## config.mk

```make
export PLATFORM = sky130hd
export DESIGN_NAME = sonar_ping_ctrl
export DESIGN_NICKNAME = d
export VERILOG_FILES = /design/src/rtl/sonar_pkg.sv /design/src/rtl/sonar_tone_gen.sv /design/src/rtl/sonar_ping_ctrl.sv
export SDC_FILE = /design/constraint.sdc
export NUM_CORES = 1
export LEC_CHECK = 0
export CORE_UTILIZATION = 45
export DETAILED_ROUTE_END_ITERATION = 10
export PLACE_DENSITY = 0.66
export RECOVER_POWER = 25
export REMOVE_ABC_BUFFERS = 1
export SLEW_MARGIN = 30
export SYNTH_ARGS = -nofsm -noshare
export SYNTH_HDL_FRONTEND = slang
export SYNTH_SLANG_ARGS = --single-unit
```

## constraint.sdc

```tcl
create_clock -name wb_clk_i -period 12 [get_ports wb_clk_i]
set_clock_uncertainty 0.15 [all_clocks]
set_input_delay 2.4 -clock wb_clk_i [delete_from_list [all_inputs] [get_ports wb_clk_i]]
set_output_delay 2.4 -clock wb_clk_i [all_outputs]
set_load 0.1 [all_outputs]
```

## src/rtl/sonar_pkg.sv

```systemverilog
// Shared types and widths for the sonar ping sequencer and the receive chain beside it.
package sonar_pkg;

    localparam int CNT_W_DEF  = 24;
    localparam int HALF_W_DEF = 16;
    localparam int PULSE_W    = 8;

    typedef enum logic [2:0] {
        S_IDLE,
        S_CLEAR,
        S_BURST,
        S_BLANK,
        S_LISTEN,
        S_DONE
    } ping_state_t;

    // The receive chain is held cleared while the transmitter is active or ringing.
    function automatic logic mclear_state(input ping_state_t s);
        return (s == S_CLEAR) || (s == S_BURST) || (s == S_BLANK);
    endfunction

endpackage

```

## src/rtl/sonar_tone_gen.sv

```systemverilog
// Ultrasonic tone generator: square wave of 2*pulses levels, each i_half clocks long.
module sonar_tone_gen
    import sonar_pkg::*;
#(
    parameter int HALF_W = HALF_W_DEF
) (
    input  logic               clk,
    input  logic               rst,
    input  logic               i_en,
    input  logic [HALF_W-1:0]  i_half,
    input  logic [PULSE_W-1:0] i_pulses,
    output logic               o_tx,
    output logic               o_finished
);

    logic               r_run;
    logic [HALF_W-1:0]  r_cnt;
    logic [PULSE_W:0]   r_tog;
    logic [HALF_W-1:0]  w_half_m1;
    logic [PULSE_W:0]   w_tog_nxt;
    logic               w_tc;
    logic               w_last;

    // A half-period of 0 behaves as 1.
    assign w_half_m1  = (i_half == '0) ? '0 : i_half - 1'b1;
    assign w_tc       = (r_cnt >= w_half_m1);
    assign w_tog_nxt  = r_tog + 1'b1;
    assign w_last     = (w_tog_nxt >= {i_pulses, 1'b0});
    assign o_finished = r_run && w_tc && w_last;

    // i_en rises on the edge entering the burst, so the first high level starts there.
    always_ff @(posedge clk or posedge rst) begin
        if (rst) begin
            r_run <= 1'b0;
            r_cnt <= '0;
            r_tog <= '0;
            o_tx  <= 1'b0;
        end else if (!i_en) begin
            r_run <= 1'b0;
            r_cnt <= '0;
            r_tog <= '0;
            o_tx  <= 1'b0;
        end else if (!r_run) begin
            r_run <= 1'b1;
            r_cnt <= '0;
            r_tog <= '0;
            o_tx  <= 1'b1;
        end else if (w_tc) begin
            r_cnt <= '0;
            if (w_last) begin
                o_tx <= 1'b0;
            end else begin
                r_tog <= w_tog_nxt;
                o_tx  <= ~o_tx;
            end
        end else begin
            r_cnt <= r_cnt + 1'b1;
        end
    end

endmodule

```

## src/rtl/sonar_ping_ctrl.sv

```systemverilog
// One-ping sonar sequencer: clear, tone burst, blanking, then echo timing on ce_pcm ticks.
module sonar_ping_ctrl
    import sonar_pkg::*;
#(
    parameter int CNT_W  = CNT_W_DEF,
    parameter int HALF_W = HALF_W_DEF
) (
    input  logic               wb_clk_i,
    input  logic               wb_rst_i,
    input  logic               start_i,
    input  logic               abort_i,
    input  logic [HALF_W-1:0]  burst_half_i,
    input  logic [PULSE_W-1:0] burst_pulses_i,
    input  logic [CNT_W-1:0]   blank_i,
    input  logic [CNT_W-1:0]   timeout_i,
    input  logic               ce_pcm,
    input  logic               cmp_i,
    output logic               tx_o,
    output logic               mclear,
    output logic               busy_o,
    output logic               done_o,
    output logic               echo_valid_o,
    output logic               timeout_o,
    output logic [CNT_W-1:0]   echo_time_o
);

    ping_state_t        r_state;
    ping_state_t        w_state_nxt;
    logic [HALF_W-1:0]  r_half;
    logic [PULSE_W-1:0] r_pulses;
    logic [CNT_W-1:0]   r_blank;
    logic [CNT_W-1:0]   r_timeout;
    logic [CNT_W-1:0]   r_cnt;
    logic [CNT_W-1:0]   w_cnt_inc;
    logic [CNT_W-1:0]   w_echo_time;
    logic               w_accept;
    logic               w_echo;
    logic               w_tmo;
    logic               w_tone_en;
    logic               w_tone_fin;

    assign w_cnt_inc   = (r_cnt == {CNT_W{1'b1}}) ? r_cnt : r_cnt + 1'b1;
    // An echo seen on a tick cycle includes that tick.
    assign w_echo_time = ce_pcm ? w_cnt_inc : r_cnt;
    assign w_accept    = (r_state == S_IDLE) && (w_state_nxt == S_CLEAR);
    assign w_tone_en   = (w_state_nxt == S_BURST);

    sonar_tone_gen #(
        .HALF_W(HALF_W)
    ) u_tone (
        .clk       (wb_clk_i),
        .rst       (wb_rst_i),
        .i_en      (w_tone_en),
        .i_half    (r_half),
        .i_pulses  (r_pulses),
        .o_tx      (tx_o),
        .o_finished(w_tone_fin)
    );

    always_ff @(posedge wb_clk_i or posedge wb_rst_i) begin
        if (wb_rst_i) r_state <= S_IDLE;
        else          r_state <= w_state_nxt;
    end

    always_comb begin
        w_state_nxt = r_state;
        w_echo      = 1'b0;
        w_tmo       = 1'b0;
        if (abort_i) begin
            w_state_nxt = S_IDLE;
        end else begin
            case (r_state)
                S_IDLE:   if (start_i) w_state_nxt = S_CLEAR;
                S_CLEAR:  w_state_nxt = (r_pulses == '0) ? S_BLANK : S_BURST;
                S_BURST:  if (w_tone_fin) w_state_nxt = S_BLANK;
                S_BLANK:  if ((r_blank == '0) || (ce_pcm && (w_cnt_inc >= r_blank)))
                              w_state_nxt = S_LISTEN;
                S_LISTEN: begin
                    if (cmp_i) begin
                        w_echo      = 1'b1;
                        w_state_nxt = S_DONE;
                    end else if (ce_pcm && (w_cnt_inc >= r_timeout)) begin
                        w_tmo       = 1'b1;
                        w_state_nxt = S_DONE;
                    end
                end
                S_DONE:   w_state_nxt = S_IDLE;
                default:  w_state_nxt = S_IDLE;
            endcase
        end
    end

    // Status outputs are registered from the next state so they line up with it.
    always_ff @(posedge wb_clk_i or posedge wb_rst_i) begin
        if (wb_rst_i) begin
            busy_o       <= 1'b0;
            mclear       <= 1'b0;
            done_o       <= 1'b0;
            echo_valid_o <= 1'b0;
            timeout_o    <= 1'b0;
            echo_time_o  <= '0;
            r_cnt        <= '0;
            r_half       <= '0;
            r_pulses     <= '0;
            r_blank      <= '0;
            r_timeout    <= '0;
        end else begin
            busy_o <= (w_state_nxt != S_IDLE);
            mclear <= mclear_state(w_state_nxt);
            done_o <= (w_state_nxt == S_DONE);

            if (r_state != w_state_nxt)
                r_cnt <= '0;
            else if (ce_pcm && ((r_state == S_BLANK) || (r_state == S_LISTEN)))
                r_cnt <= w_cnt_inc;

            if (w_accept) begin
                r_half       <= burst_half_i;
                r_pulses     <= burst_pulses_i;
                r_blank      <= blank_i;
                r_timeout    <= timeout_i;
                echo_valid_o <= 1'b0;
                timeout_o    <= 1'b0;
                echo_time_o  <= '0;
            end

            if (w_echo) begin
                echo_valid_o <= 1'b1;
                echo_time_o  <= w_echo_time;
            end
            if (w_tmo) timeout_o <= 1'b1;
        end
    end

endmodule
```

==> out/results.txt <==
power density over the cells -> 143 nW/um^2
Root Buffer -> clkbuf_16
Slew HR -> -132%
H-tree lvl count -> 4
initial antenna violation count -> 0
failing checks -> capacitance limit, slew limit
Pins Over Slew Limit -> 78
drt first-iter violations -> 372
largest net degree at the start of global routing -> 80
commonest non-fill, non-tap cells in the layout -> 155 x dfrtp_1, 106 x clkdlybuf4s50_1, 96 x nand2_1
status -> complete, but fails checks
fmax -> 181 MHz
WP data required -> 12.16 ns
Area growth, synth to finish -> 19.9%
Final Hold Fails -> 0
die area -> 21800 sq um
Synth Area in Compound Gates -> 9.32%
global-route wire length before repair -> 35300 um
WL/cell -> 15.9 um
dpl hpwl -> 15200 um
post-synthesis xor/xnor area fraction -> 9.65%
Arrival @ worst endpoint -> 5.69 ns
Sum Neg Setup Slack -> 0 ns
ys async rst share -> 100%
Initial Util -> 46.5%
Most used DFF post-synth -> dfrtp_1
mux contribution to synthesized area -> 9.67%
met3 WL -> 777 um
Core Rows -> 52
pre-CTS setup slack -> 5.97 ns
register area share after synthesis -> 40.7%
CTS Buffer Depth -> 2
DRT met1 WL -> 9880 um
Worst Setup End Kind -> flip-flop
area share of fa/ha/maj cells after synthesis -> 10.1%
crit share post-route -> 46.1%
Final WS setup -> 6.47 ns
drt pass-1 iters -> 5
Final Critical Period -> 5.53 ns
CTS hold repair buffers -> 0
max_cap viols -> 1
CTS tree -> yes
Design Power -> 0.00164 W
Synth Area per Inst -> 9.90 sq um
flop2flop setup slack -> 6.47 ns
Slew @ Worst Pin -> 3.46 ns
port buffer count -> 107
most common cell after layout, fill and taps aside -> dfrtp_1
Final nets -> 1206
DR vias -> 7211
DRC -> 0
area share of and/or/nand/nor cells after synthesis -> 15.9%
Post-Syn Instances -> 963
Worst Reg-to-Reg Cells -> 13
Yosys reg bits -> 155
Worst-path clk slew -> 0.06 ns
Final Setup Violations -> 0
CP Class -> reg2reg
Hold Crit Class -> reg2reg
clk_lat worst skew -> 0.43 ns
total CTS buffers -> 17
worst vdd ir -> 0.0000818 V
vias per cell -> 5.41
global-route usage over all layers -> 20.5%
Critical Path Start Type -> flip-flop
largest family of logic cells by synthesized area -> simple AND/OR/NAND/NOR gates
total grt overflow -> 0
Leakage -> 5.07 nW
r2r startpoint -> r_half[9]
Hold Path Depth -> 1
Max FO, Critical Path -> 63
die width -> 148 um
core box area -> 20500 sq um
RePlAce Congestion -> 0.834
RSZ-0062 raised after global routing -> false
worst setup path start -> r_half[9]
Post-CTS Setup Inserts -> 0
CTS-repair resized insts -> 0
share of cells above drive strength 1 -> 11.3%
Hold Startpoint -> r_timeout[19]
die height -> 148 um
Antenna Cells -> 0
Antenna Nets Post-Route -> 0
Post-synth EDFFs -> 0
Syn. warnings -> 0
vias in the first global route -> 7133
DR WL met2 -> 10300 um
Synth Cell Area -> 9530 sq um
Yosys cell types -> 62
clk sink count -> 155
WL final -> 21200 um
Ports -> 108
top sig layer -> met4
## per-layer routing
layer / global-route usage [%] / up-vias
li1: - / 3567
met1: 27.6 / 3480
met2: 34.0 / 143
met3: 3.86 / 21
met4: 5.21 / 0
met5: 0 / -
## synthesized netlist by cell type, types with 3 or more instances
| cell type | instances | share of area (%) |
|---|---|---|
| dfrtp_1 | 155 | 41 |
| nand2_1 | 96 | 3.8 |
| ha_1 | 77 | 10 |
| inv_1 | 61 | 2.4 |
| xor2_1 | 58 | 5.3 |
| mux2_2 | 57 | 6.7 |
| nor2_1 | 55 | 2.2 |
| xnor2_1 | 47 | 4.3 |
| a21oi_1 | 45 | 2.4 |
| nand3_1 | 38 | 2.0 |
| nor3_1 | 31 | 1.6 |
| clkbuf_1 | 21 | 0.83 |
| nor4_1 | 21 | 1.4 |
| buf_2 | 19 | 1.0 |
| and3_1 | 17 | 1.1 |
| o22ai_1 | 17 | 1.1 |
| mux2_4 | 16 | 2.5 |
| nand4_1 | 16 | 1.1 |
| o21ai_0 | 15 | 0.79 |
| a211oi_1 | 12 | 0.95 |
| a21o_1 | 7 | 0.55 |
| and4_1 | 7 | 0.64 |
| nand2b_1 | 5 | 0.33 |
| o21a_1 | 5 | 0.39 |
| or3_1 | 5 | 0.33 |
| a31oi_1 | 4 | 0.26 |
| mux2i_1 | 4 | 0.42 |
| buf_6 | 3 | 0.35 |
| nor3b_1 | 3 | 0.24 |
| o21ai_1 | 3 | 0.16 |
| o31a_1 | 3 | 0.28 |
## report_power, final
part	total (W)	switching, W	internal [W]
Sequential	0.000691	0.0000771	0.000614
Combinational	0.000377	0.000184	0.000193
Clock	0.000570	0.000217	0.000353
## sequential cells by signal (all words and copies together), names as in the netlist
| name | count |
|---|---|
| u_tone.o_tx | 1 |
| r_cnt | 24 |
| r_pulses | 8 |
| u_tone.r_cnt | 16 |
| done_o | 1 |
| u_tone.r_tog | 9 |
| r_timeout | 24 |
| u_tone.r_run | 1 |
| timeout_o | 1 |
| mclear | 1 |
| echo_valid_o | 1 |
| echo_time_o | 24 |
| busy_o | 1 |
| r_blank | 24 |
| r_state | 3 |
| r_half | 16 |
## logic make-up (layout without fill, tap and decap cells)
logic type	Yosys count	count (layout)
simple gates	308	308
flops	155	155
compound gates	134	134
buf+inv	107	208
xor+xnor	105	105
fa+ha+maj	77	77
mux	77	77
## final timing paths
check,to
setup / recovery,r_half[9]
hold reg to reg,r_timeout[19]
min in group asynchronous,r_half[5]
hold / removal,r_timeout[19]
setup reg to reg,r_half[9]
max in group asynchronous,r_cnt[13]
## critical path, stage by stage (launching register included)
cell and delay [ns]:
dfrtp_1 0.42, or4_1 0.60, nor4_1 0.41, nand3_1 0.48, nand2_1 0.19, ha_1 0.19, nand4_1 0.13, nor2_1 0.12
o2111ai_1 0.16, o21ai_2 0.71, a31oi_4 0.25, nor2_4 0.38, buf_4 0.73, mux2_2 0.42
## per-stage QoR
stage	area, sq um	hold slack [ns]	cells	utilization (%)
2_1_floorplan	9320	0.331	918	-
3_3_place_gp	10800	0.342	1301	52.6
3_5_place_dp	10800	0.347	1301	52.6
4_1_cts	11400	0.364	1333	55.7
5_1_grt	11400	0.379	1334	55.8
6_report	11400	0.362	1334	55.8
## cell type report
type | count | area (sq um)
repair buffers | 114 | 1150
clock buffers | 21 | 450
inverters | 62 | 234
multi-input cells | 701 | 5210
clock inverters | 11 | 169
fillers | 1848 | 9060
flip-flops and latches | 155 | 3880
well taps | 270 | 338
Power figures use the tool's default switching activity.
